### src/rtl/nios2_ls_p_counter_trigger.sv
// nios2_ls_p_counter_trigger
// Avalon-MM write master that turns datapath start/stop/clear pulses into
// control writes for the section performance counter, so sections can be
// timed without any software involvement.
//
//   state    | meaning
//   ---------+-----------------------------------------------------------
//   ST_IDLE  | no write on the bus; arbitrate pending commands each cycle
//   ST_WRITE | write on the bus; hold outputs until m_waitrequest is low
//
// Command map: stop n -> word 4n, start n -> word 4n+1 (data 0),
//              clear  -> word 0 with data 32'h1.
module nios2_ls_p_counter_trigger #(
  parameter int NUM_SECTIONS = 8,
  parameter int DROP_W       = 16
) (
  input  logic                    clk,
  input  logic                    reset_n,
  input  logic [NUM_SECTIONS-1:0] evt_start,
  input  logic [NUM_SECTIONS-1:0] evt_stop,
  input  logic                    evt_clear,
  output logic [4:0]              m_address,
  output logic                    m_write,
  output logic                    m_begintransfer,
  output logic [31:0]             m_writedata,
  input  logic                    m_waitrequest,
  output logic                    busy,
  output logic [DROP_W-1:0]       dropped_count
);

  localparam logic [0:0] ST_IDLE  = 1'b0;
  localparam logic [0:0] ST_WRITE = 1'b1;

  // Wide enough to add up to 2*NUM_SECTIONS+1 drops without wrapping.
  localparam int SUM_W = DROP_W + 5;

  logic [0:0]              state;

  logic [NUM_SECTIONS-1:0] pend_start;
  logic [NUM_SECTIONS-1:0] pend_stop;
  // 1: start was captured before stop for that section (start goes first).
  logic [NUM_SECTIONS-1:0] start_first;
  logic                    pend_clear;

  logic                    sec_found;
  logic                    any_pend;
  logic                    sel_clear;
  logic                    sel_is_start;
  logic [2:0]              sel_sec;
  logic [NUM_SECTIONS-1:0] sec_onehot;
  logic [4:0]              sel_addr;
  logic [31:0]             sel_data;
  logic                    issue;

  logic [NUM_SECTIONS-1:0] iss_start;
  logic [NUM_SECTIONS-1:0] iss_stop;
  logic                    iss_clear;

  logic [NUM_SECTIONS-1:0] keep_start;
  logic [NUM_SECTIONS-1:0] keep_stop;
  logic                    keep_clear;

  logic [NUM_SECTIONS-1:0] start_nxt;
  logic [NUM_SECTIONS-1:0] stop_nxt;
  logic [NUM_SECTIONS-1:0] first_nxt;
  logic                    clear_nxt;

  logic [NUM_SECTIONS-1:0] drop_start;
  logic [NUM_SECTIONS-1:0] drop_stop;
  logic                    drop_clear;
  logic [4:0]              drop_cnt;
  logic [SUM_W-1:0]        drop_sum;
  logic [DROP_W-1:0]       drop_nxt;

  // Fixed-priority arbitration: clear, then lowest section with anything pending.
  always_comb begin
    sel_clear    = pend_clear;
    sec_found    = 1'b0;
    sel_sec      = 3'd0;
    sel_is_start = 1'b0;
    for (int i = 0; i < NUM_SECTIONS; i++) begin
      if (!sec_found && (pend_start[i] || pend_stop[i])) begin
        sec_found    = 1'b1;
        sel_sec      = 3'(i);
        // With both pending, the order bit decides; otherwise whichever exists.
        sel_is_start = pend_start[i] && (!pend_stop[i] || start_first[i]);
      end
    end
    any_pend = pend_clear || sec_found;
  end

  // Address and data of the command that would launch this cycle.
  always_comb begin
    if (sel_clear) begin
      sel_addr = 5'd0;
      sel_data = 32'h0000_0001;
    end else begin
      sel_addr = {sel_sec, 1'b0, sel_is_start};
      sel_data = 32'h0000_0000;
    end
  end

  assign issue = (state == ST_IDLE) && any_pend;

  // One-hot of the selected section, used to retire its pending bit.
  always_comb begin
    sec_onehot = '0;
    for (int i = 0; i < NUM_SECTIONS; i++) begin
      sec_onehot[i] = (sel_sec == 3'(i));
    end
  end

  // Which pending bit is retired by a launch this cycle.
  always_comb begin
    iss_clear = issue && sel_clear;
    iss_start = '0;
    iss_stop  = '0;
    if (issue && !sel_clear) begin
      if (sel_is_start) begin
        iss_start = sec_onehot;
      end else begin
        iss_stop = sec_onehot;
      end
    end
  end

  // A pending bit that is being launched this cycle is free to re-capture,
  // so a pulse arriving with it is a new command rather than a drop.
  assign keep_start = pend_start & ~iss_start;
  assign keep_stop  = pend_stop  & ~iss_stop;
  assign keep_clear = pend_clear & ~iss_clear;

  assign drop_start = evt_start & keep_start;
  assign drop_stop  = evt_stop  & keep_stop;
  assign drop_clear = evt_clear & keep_clear;

  assign start_nxt  = keep_start | evt_start;
  assign stop_nxt   = keep_stop  | evt_stop;
  assign clear_nxt  = keep_clear | evt_clear;

  // Order bit: remember which of start/stop is older. A start and stop
  // captured together is a restart, so stop goes first.
  always_comb begin
    first_nxt = start_first;
    for (int i = 0; i < NUM_SECTIONS; i++) begin
      if (keep_start[i] && keep_stop[i]) begin
        first_nxt[i] = start_first[i];
      end else if (keep_start[i] && evt_stop[i]) begin
        first_nxt[i] = 1'b1;
      end else if (evt_start[i]) begin
        first_nxt[i] = 1'b0;
      end
    end
  end

  // Count every pulse lost this cycle and add it to the saturating total.
  always_comb begin
    drop_cnt = {4'd0, drop_clear};
    for (int i = 0; i < NUM_SECTIONS; i++) begin
      drop_cnt = drop_cnt + {4'd0, drop_start[i]} + {4'd0, drop_stop[i]};
    end
    drop_sum = SUM_W'(dropped_count) + SUM_W'(drop_cnt);
    if (drop_sum > SUM_W'({DROP_W{1'b1}})) begin
      drop_nxt = {DROP_W{1'b1}};
    end else begin
      drop_nxt = drop_sum[DROP_W-1:0];
    end
  end

  // Pending command capture and retirement.
  always_ff @(posedge clk or negedge reset_n) begin
    if (!reset_n) begin
      pend_start  <= '0;
      pend_stop   <= '0;
      start_first <= '0;
      pend_clear  <= 1'b0;
    end else begin
      pend_start  <= start_nxt;
      pend_stop   <= stop_nxt;
      start_first <= first_nxt;
      pend_clear  <= clear_nxt;
    end
  end

  // Saturating dropped-pulse counter.
  always_ff @(posedge clk or negedge reset_n) begin
    if (!reset_n) begin
      dropped_count <= '0;
    end else begin
      dropped_count <= drop_nxt;
    end
  end

  // Bus FSM: launch from IDLE, hold through stalls, return to IDLE on accept.
  always_ff @(posedge clk or negedge reset_n) begin
    if (!reset_n) begin
      state           <= ST_IDLE;
      m_write         <= 1'b0;
      m_begintransfer <= 1'b0;
      m_address       <= 5'd0;
      m_writedata     <= 32'd0;
    end else begin
      case (state)
        ST_IDLE: begin
          if (issue) begin
            state           <= ST_WRITE;
            m_write         <= 1'b1;
            m_begintransfer <= 1'b1;
            m_address       <= sel_addr;
            m_writedata     <= sel_data;
          end
        end
        ST_WRITE: begin
          m_begintransfer <= 1'b0;
          if (!m_waitrequest) begin
            state   <= ST_IDLE;
            m_write <= 1'b0;
          end
        end
        default: begin
          state           <= ST_IDLE;
          m_write         <= 1'b0;
          m_begintransfer <= 1'b0;
        end
      endcase
    end
  end

  assign busy = (state != ST_IDLE) || pend_clear || (|pend_start) || (|pend_stop);

endmodule

### config.mk
export PLATFORM = sky130hd
export DESIGN_NAME = nios2_ls_p_counter_trigger
export DESIGN_NICKNAME = d
export VERILOG_FILES = /design/src/rtl/nios2_ls_p_counter_trigger.sv
export SDC_FILE = /design/constraint.sdc
export NUM_CORES = 1
export LEC_CHECK = 0
export ABC_AREA = 0
export CAP_MARGIN = 20
export CORE_MARGIN = 1
export CORE_UTILIZATION = 55
export DETAILED_ROUTE_END_ITERATION = 12
export GPL_TIMING_DRIVEN = 0
export PLACE_DENSITY = 0.89
export SLEW_MARGIN = 0
export SYNTH_ARGS = -nofsm -noshare
export SYNTH_HDL_FRONTEND = slang
export SYNTH_SLANG_ARGS = --single-unit
### constraint.sdc
create_clock -name clk -period 14.6 [get_ports clk]
set_input_delay 4.38 -clock clk [delete_from_list [all_inputs] [get_ports clk]]
set_output_delay 4.38 -clock clk [all_outputs]
set_load 0.1 [all_outputs]
# Yosys cells after proc, flatten, opt, wreduce, memory -nomap -nowiden
# Cells that the tools add are included.
# op_classes
add_sub_neg,17
order_cmp,1
eq_ne,9
n_mux,53
bitwise_logic,21
reduce_logical,91
# op_table
op,n
$add 5x1->5,12
$mux 1,38
$logic_and 1x1->1,34
$and 8x8->8,4
$mux 8,4
$logic_or 1x1->1,20
$reduce_and 2->1,10
$add 16x5->17,1
$gt 17x16->1 const B,1
$logic_not 1->1,16
$mux 16,1
$not 8->8,2
$or 8x8->8,2
$reduce_bool 2->1,8
$reduce_or 8->1,2
$mux 3,5
$eq 3x3->1 const B,4
$not 1->1,10
$eq 3x2->1 const B,2
$pmux 1 s2,3
$add 4x1->5,1
$mux 5,1
$add 3x1->4,1
$ne 2x2->1 const B,2
7 further kinds,8
# word_totals
reg_bits,81

# Depth between registers and ports, before layout
# Gate-level depths: netlist (run 1).
# logic_depth
word_depth,49
depth_mapped,25
mapped_depth_nobuf,23

# Worst setup path before layout (run 1)
# OpenSTA, ideal clock, no wires.
# synth_timing
path_kind,input to register
startpoint,in evt_start[0]
endpoint,reg dropped_count[6]
setup_ns,0.083
t_arrival_ns,9.214
required_time_ns,14.517
path_slack_ns,5.303
cell_stages,18
path_buffers,1
path_cell_list,and3_1 -> fa_1 -> inv_1 -> fa_1 -> fa_1 -> fa_1 -> inv_1 -> fa_1 -> ha_1 -> inv_1 -> fa_1 -> nor2b_1 -> o21ai_0 -> a21boi_0 -> o221ai_1 -> or2_2 -> clkbuf_1 -> o21ai_0
# synth_between
elab_chain_len,20
# synth_lines
item,line_no,rtl
from (decl),19,"input logic [NUM_SECTIONS-1:0] evt_start,"
$and 8x8->8 (*),133,assign drop_start = evt_start & keep_start;
$add 1x1->2 (*),160,"drop_cnt = drop_cnt + {4'd0, drop_start[i]} + {4'd0, drop_stop[i]};"
$add 2x1->3 (*),160,
$add 3x1->4 (*),160,
$add 4x1->5 (*),160,
$add 5x1->5 (*) (12 in series),160,
$add 16x5->17 (*),162,drop_sum = SUM_W'(dropped_count) + SUM_W'(drop_cnt);
$gt 17x16->1,163,if (drop_sum > SUM_W'({DROP_W{1'b1}})) begin
$mux 16 (*),163,
net drop_nxt[6],73,logic [DROP_W-1:0] drop_nxt;
to (signal assigned),190,dropped_count <= drop_nxt;
to (decl),28,output logic [DROP_W-1:0] dropped_count
# The timed path passes the listed nets; every way through them passes the cells marked *.
# A chain may end at the register's enable or synchronous reset.

# Final worst setup path (run 1)
# layout_timing
startpoint,in evt_start[0]
endpoint,reg dropped_count[2]
# Same word-level chain as after synthesis.

==> results_dict.tcl, run 1 <==
set metrics [dict create \
    status "finished clean" \
    cts_resized 0 \
    antenna_cells 0 \
    synthArstFlopShare_pct 100 \
    clockRootBuffer "clkbuf_8" \
    fin_crit_ps 10040 \
    cts.hold.buffers_added 0 \
    cp_slowest_stage_delay_ps 580 \
    clock_skew_ps 4.63 \
    io_buffer_count 43 \
    rsz0062_at_grt "no" \
    start_util_pct 57.5 \
    synth-seq-cells 49 \
    core_area_sq_um 5960 \
    synth_area_sq_um 3420 \
    cp-start-kind "input pin" \
    cp-end-kind "register" \
    die_area_sq_um 6540 \
    hold_ws_ps 504 \
    ys_warn_count 0 \
    worstPathArrival_ps 10270 \
    ys.flop_type "dfrtp_1" \
    io_pins 76 \
    fin_util_pct 70.1 \
    leakagePower_nw 1.93 \
    grt_pass1_wl_mm 12.4 \
    cp_max_fo 10 \
    clkTransAtPathRegs_ps 90 \
    dr.pass1.iters 4 \
    hold_viol 0 \
    hold_path.class "register to register" \
    relSlewSlack_pct 33.9 \
    maxSlewViolCount 0 \
    path_class "input pin to register" \
    worstPathRequired_ps 14830 \
    grt-ovfl-total 0 \
    area_growth_pct 22.0 \
    ys_seq_area_share_pct 35.8 \
    hpwl_mm 5.75 \
    drc 0 \
    cpMaxStageDelayCell "fa_1" \
    drive_above_1_share_pct 14.2 \
    postSynthCellCount 374 \
    avgSynthCellArea_sq_um 9.15 \
    finalSetupViolations 0 \
    drt-total-wl_mm 7.42 \
    place.gp.congestion 0.852 \
    grt_max_degree 36 \
    path_buf_inv 5 \
    max_freq_ghz 0.0996 \
    htree_levels 2 \
    cts_tree "yes" \
    grt_pass1_vias 2764 \
    avgViaCountPerCell 5.37 \
    avgRoutedWirePerCell_um 13.9 \
    tns_ps 0 \
    final.fill_count 495 \
    cts_buffer_depth 2 \
    maxCapViolCount 0 \
    die_h_um 80.9 \
    crit_family "adder cells" \
    postCtsSetupBuffers 0 \
    power_density_nw_per_um2 207 \
    crit_top_cell "fa_1" \
    ff_latch_area_sq_um 1230 \
    cts_sinks 49 \
    nets 502 \
    synth-edff-count 0 \
    vias 2858 \
    grtUsageTotal_pct 24.5 \
    max-vdd-ir-drop_mv 0.261 \
    clkLatencyLatePin_ps 310 \
    period_share_pct 68.8 \
    crit_chain "clkdlybuf4s50_1, and3_1, fa_1, inv_1, fa_1, fa_1, fa_1, inv_1, fa_1, ha_1, inv_1, fa_1, nor2b_1, o21ai_0, a21boi_0, o221ai_1, or2_2, clkbuf_1, o21ai_0" \
    antenna_found_initial 0 \
    ys_types 58 \
    multiInputGateArea_sq_um 1930 \
    tightest_slew_ps 989 \
    drtAntennaViolNets 0 \
    die_x_um 80.9 \
    cts_buffers 5 \
    core.rowCount 28 \
    drtIter0Drc 173 \
]
-- per-stage QoR --
stage	instance area, sq um	setup WS [ps]	std cells	total power [W]
floorplan	3540	5300	405	0.000652
finish	4180	4560	532	0.000863
global route	4180	4150	532	0.000943
detailed placement	4080	4280	524	0.000781
CTS	4180	4580	532	0.000869
global placement	4060	4320	523	0.000755
-- logic make-up after synthesis --
group	share of synthesized area (%)
AOI/OAI and AO/OA	17.5
xor gates and xnor gates	1.54
adders and majority gates	12.1
buffers and inverters	11.1
DFF	35.8
muxes	1.32
other	0.110
and+or+nand+nor	20.4
-- where the power goes --
part / switching (W) / total, W / internal (W)
registers: 0.0000179 / 0.000182 / 0.000164
logic: 0.000390 / 0.000596 / 0.000206
clock network: 0.0000470 / 0.0000854 / 0.0000385
-- sequential cells by signal, summed over array words and instances, names as in the netlist --
| signal | count |
|---|---|
| dropped_count | 16 |
| m_address | 4 |
| m_begintransfer | 1 |
| m_write | 1 |
| m_writedata | 1 |
| pend_clear | 1 |
| pend_start | 8 |
| pend_stop | 8 |
| start_first | 8 |
| state | 1 |
-- cell usage after synthesis, types with 2 or more instances --
cell | count | share of area (%)
a211oi_1 | 2 | 0.44
a21boi_0 | 4 | 0.88
a21o_1 | 9 | 2.0
a21oi_1 | 9 | 1.3
a31oi_1 | 2 | 0.37
a32o_1 | 3 | 0.88
and3_1 | 7 | 1.3
buf_2 | 2 | 0.29
buf_4 | 32 | 7.0
clkbuf_1 | 6 | 0.66
dfrtp_1 | 49 | 36
fa_1 | 12 | 7.0
ha_1 | 14 | 5.1
inv_1 | 26 | 2.9
mux2_2 | 4 | 1.3
nand2_1 | 45 | 4.9
nand2b_1 | 13 | 2.4
nand3_1 | 14 | 2.0
nand4_1 | 2 | 0.37
nor2_1 | 20 | 2.2
nor2b_1 | 3 | 0.55
nor3_1 | 10 | 1.5
nor3b_1 | 2 | 0.44
nor4_1 | 3 | 0.55
o211ai_1 | 4 | 0.88
o21a_1 | 3 | 0.66
o21ai_0 | 25 | 3.7
o21ai_1 | 3 | 0.44
o22a_1 | 2 | 0.51
o31a_1 | 2 | 0.51
or2_2 | 7 | 1.3
or3_1 | 2 | 0.37
or4_1 | 3 | 0.66
or4_4 | 2 | 0.66
xnor2_1 | 2 | 0.51
xor2_1 | 4 | 1.0
-- cell usage in the layout, fill, tap and decap left out, types with 6 or more instances in the layout --
cell             instances
buf_4                   32
nand2b_1                13
clkdlybuf4s50_1         42
nand3_1                 14
fa_1                    12
conb_1                  32
a21oi_1                  9
clkbuf_1                 6
ha_1                    14
or2_2                    7
dfrtp_1                 49
inv_1                   26
clkbuf_8                 6
and3_1                   7
o21ai_0                 25
nor2_1                  20
a21o_1                   9
nand2_1                 45
nor3_1                  10
-- worst register-to-register path: cells and delay by family, from the launching register on --
kind | cells | cell delay, ps
DFF | 1 | 380
AOI/OAI and AO/OA | 6 | 1970
and+or+nand+nor | 6 | 1600
buffers and inverters | 5 | 570
adders and majority gates | 7 | 3190
-- path summary, 6_finish.rpt --
check	start	end	slack, ps	cells after the start
min in group asynchronous	reset_n	start_first[2]	3980	1
setup / recovery	evt_start[0]	dropped_count[2]	4560	19
setup reg to reg	pend_stop[0]	dropped_count[2]	6840	24
max in group asynchronous	reset_n	m_address[0]	10110	2
hold / removal	start_first[3]	start_first[3]	500	2
hold reg to reg	start_first[3]	start_first[3]	500	2
-- layout make-up --
type | instances | share of cell area, %
Clock inverter | 2 | 0.330
Multi-Input combinational cell | 289 | 46.3
Inverter | 26 | 2.34
Tap cell | 75 | 2.25
Sequential cell | 49 | 29.4
Buffer | 41 | 6.80
Timing Repair Buffer | 44 | 10.7
Clock buffer | 6 | 1.98
-- layer usage --
metal / part of all wire [%] / routed length, um / global-route usage, %
met1: 42 / 3120 / 29.9
met2: 50 / 3720 / 42.9
met3: 6.1 / 449 / 5.06
met5: 0 / 0 / 0
met4: 1.7 / 126 / 8.04
Power figures use the tool's default switching activity.
==> run 2, diff against run 1 <==
--- a/config.mk
+++ b/config.mk
@@ -8,10 +8,10 @@
 export ABC_AREA = 0
 export CAP_MARGIN = 20
 export CORE_MARGIN = 1
-export CORE_UTILIZATION = 55
+export CORE_UTILIZATION = 46
 export DETAILED_ROUTE_END_ITERATION = 12
 export GPL_TIMING_DRIVEN = 0
-export PLACE_DENSITY = 0.89
+export PLACE_DENSITY = 0.8
 export SLEW_MARGIN = 0
 export SYNTH_ARGS = -nofsm -noshare
 export SYNTH_HDL_FRONTEND = slang
==> constraint.sdc (replaced) <==
create_clock -name clk -period 8.8 [get_ports clk]
set_input_delay 2.64 -clock clk [delete_from_list [all_inputs] [get_ports clk]]
set_output_delay 2.64 -clock clk [all_outputs]
set_load 0.1 [all_outputs]
==> run 2 against run 1 <==
  * Non-clock buffer count stayed put
  * Clock skew is 7.2 ps higher
  * Setup slack worse by 4100 ps
  * Hold slack worse by 13 ps
  * Design area is 0.48% higher
  * First-iteration DRC count is 35% lower
  * Via count is 1.3% lower
  * Clock power is 55% higher
  * Routed wire length is 1.3% lower
  * Critical path type unchanged
  * Critical endpoint unchanged
==> results_dict.tcl, run 2 (synthesis results as in run 1) <==
set metrics [dict create \
    clkLatencyLatePin_ps 300 \
    worstPathRequired_ps 9020 \
    hpwl_mm 5.71 \
    cts_sinks 49 \
    grt-ovfl-total 0 \
    finalSetupViolations 0 \
    clockRootBuffer "clkbuf_8" \
    vias 2822 \
    htree_levels 2 \
    mostFrequentLayoutCell "dfrtp_1" \
    io_pins 76 \
    antenna_found_initial 0 \
    worstPathArrival_ps 8570 \
    grtUsageTotal_pct 20.3 \
    place.gp.congestion 0.896 \
    cts.hold.buffers_added 0 \
    relSlewSlack_pct 34.2 \
    cts_buffer_depth 2 \
    cp_max_fo 10 \
    grt.met1_usage_pct 25.6 \
    tns_ps 0 \
    final.fill_count 665 \
    grt_pass1_vias 2590 \
    drc 0 \
    fin_crit_ps 8360 \
    avgRoutedWirePerCell_um 13.2 \
    cpMaxStageDelayCell "fa_1" \
    start_util_pct 47.5 \
    die_area_sq_um 7790 \
    drive_above_1_share_pct 14.2 \
    maxCapViolCount 0 \
    crit_top_cell "fa_1" \
    cp-end-kind "register" \
    cts_resized 0 \
    grt_pass1_wl_mm 12.1 \
    antenna_cells 0 \
    drtAntennaViolNets 0 \
    drtIter0Drc 112 \
    dr.pass1.iters 4 \
    die_h_um 88.3 \
    cp_slowest_stage_delay_ps 570 \
    met3_usage_pct 3.26 \
    max-vdd-ir-drop_mv 0.384 \
    layout_setup_ws_ps 445 \
    power_density_nw_per_um2 339 \
    clock_skew_ps 11.8 \
    area_growth_pct 22.6 \
    max_freq_ghz 0.120 \
    core.rowCount 31 \
    hold_viol 0 \
    grt.busiest_layer "met2" \
    cp-start-kind "input pin" \
    maxSlewViolCount 0 \
    rsz0062_at_grt "no" \
    cts_tree "yes" \
    nets 502 \
    clkTransAtPathRegs_ps 90 \
    core_area_sq_um 7210 \
    regMostFlops "dropped_count" \
    path_class "input pin to register" \
    grt_use_met2_pct 35.5 \
    status "finished clean" \
    final_cell_mix "dfrtp_1, nand2_1, clkdlybuf4s50_1" \
    tightest_slew_ps 983 \
    postCtsSetupBuffers 0 \
    period_share_pct 94.9 \
    die_x_um 88.3 \
    largest_reg_flops 16 \
    drt-total-wl_mm 7.32 \
    fin_util_pct 58.2 \
    grt_max_degree 32 \
    crit_chain "clkdlybuf4s50_1, and3_1, fa_1, inv_1, fa_1, fa_1, fa_1, inv_1, fa_1, ha_1, inv_1, fa_1, nor2b_1, o21ai_0, a21boi_0, o221ai_1, or2_2, clkbuf_1, o21ai_0" \
    leakagePower_nw 1.92 \
    place_ws_ps 163 \
    avgViaCountPerCell 5.08 \
    cts_buffers 5 \
    hold_path.class "register to register" \
    io_buffer_count 43 \
]
==> run 2: cell types whose count changed in the layout (fill, tap and decap cells not counted) <==
cell	before	now
clkinv_4	1	0
clkbuf_8	6	5
clkinv_2	1	2
clkinvlp_4	0	1
==> run 2: layout make-up <==
type                            instances  area [sq um]  area share [%]
Multi-Input combinational cell        289          1930            46.0
Sequential cell                        49          1230            29.2
Timing Repair Buffer                   44           445            10.6
Buffer                                 41           284            6.77
Tap cell                               99           124            2.95
Inverter                               26          97.6            2.33
Clock buffer                            5          68.8            1.64
Clock inverter                          3          17.5           0.418
==> run 2: worst max-delay path, delay by kind of cell <==
kind                       cells  cell delay (ps)
adders and majority gates      7             3200
AOI/OAI and AO/OA              4             1060
buffers and inverters          5              900
and+or+nand+nor                3              760
==> run 2: worst paths after layout <==
check | startpoint | end | slack, ps | depth (start not counted)
setup / recovery | evt_start[0] | dropped_count[2] | 440 | 19
hold / removal | start_first[3] | start_first[3] | 490 | 2
setup reg to reg | pend_stop[0] | dropped_count[2] | 1000 | 24
hold reg to reg | start_first[3] | start_first[3] | 490 | 2
max in group asynchronous | reset_n | pend_stop[3] | 6010 | 2
min in group asynchronous | reset_n | m_address[4] | 2270 | 1
==> run 2: power breakdown <==
group | switching (W) | internal, W
clock | 0.0000769 | 0.0000550
sequential | 0.0000287 | 0.000272
combinational | 0.000650 | 0.000339
total | 0.000755 | 0.000666
==> run 2: stage by stage <==
step           total power (W)  hold slack, ps  cell area [sq um]  std cells
6_report               0.00142             491               4200        556
5_1_grt                0.00155             534               4200        556
3_5_place_dp           0.00130             477               4110        548
4_1_cts                0.00144             496               4200        556
3_3_place_gp           0.00126             466               4090        547
2_1_floorplan          0.00108             455               3540        405
==> run 2: layer usage <==
metal  wire [um]  vias to the layer above
met2        3650                       73
met1        3100                     1339
met4         169                        0
met5           0                        -
li1            -                     1397
met3         405                       13
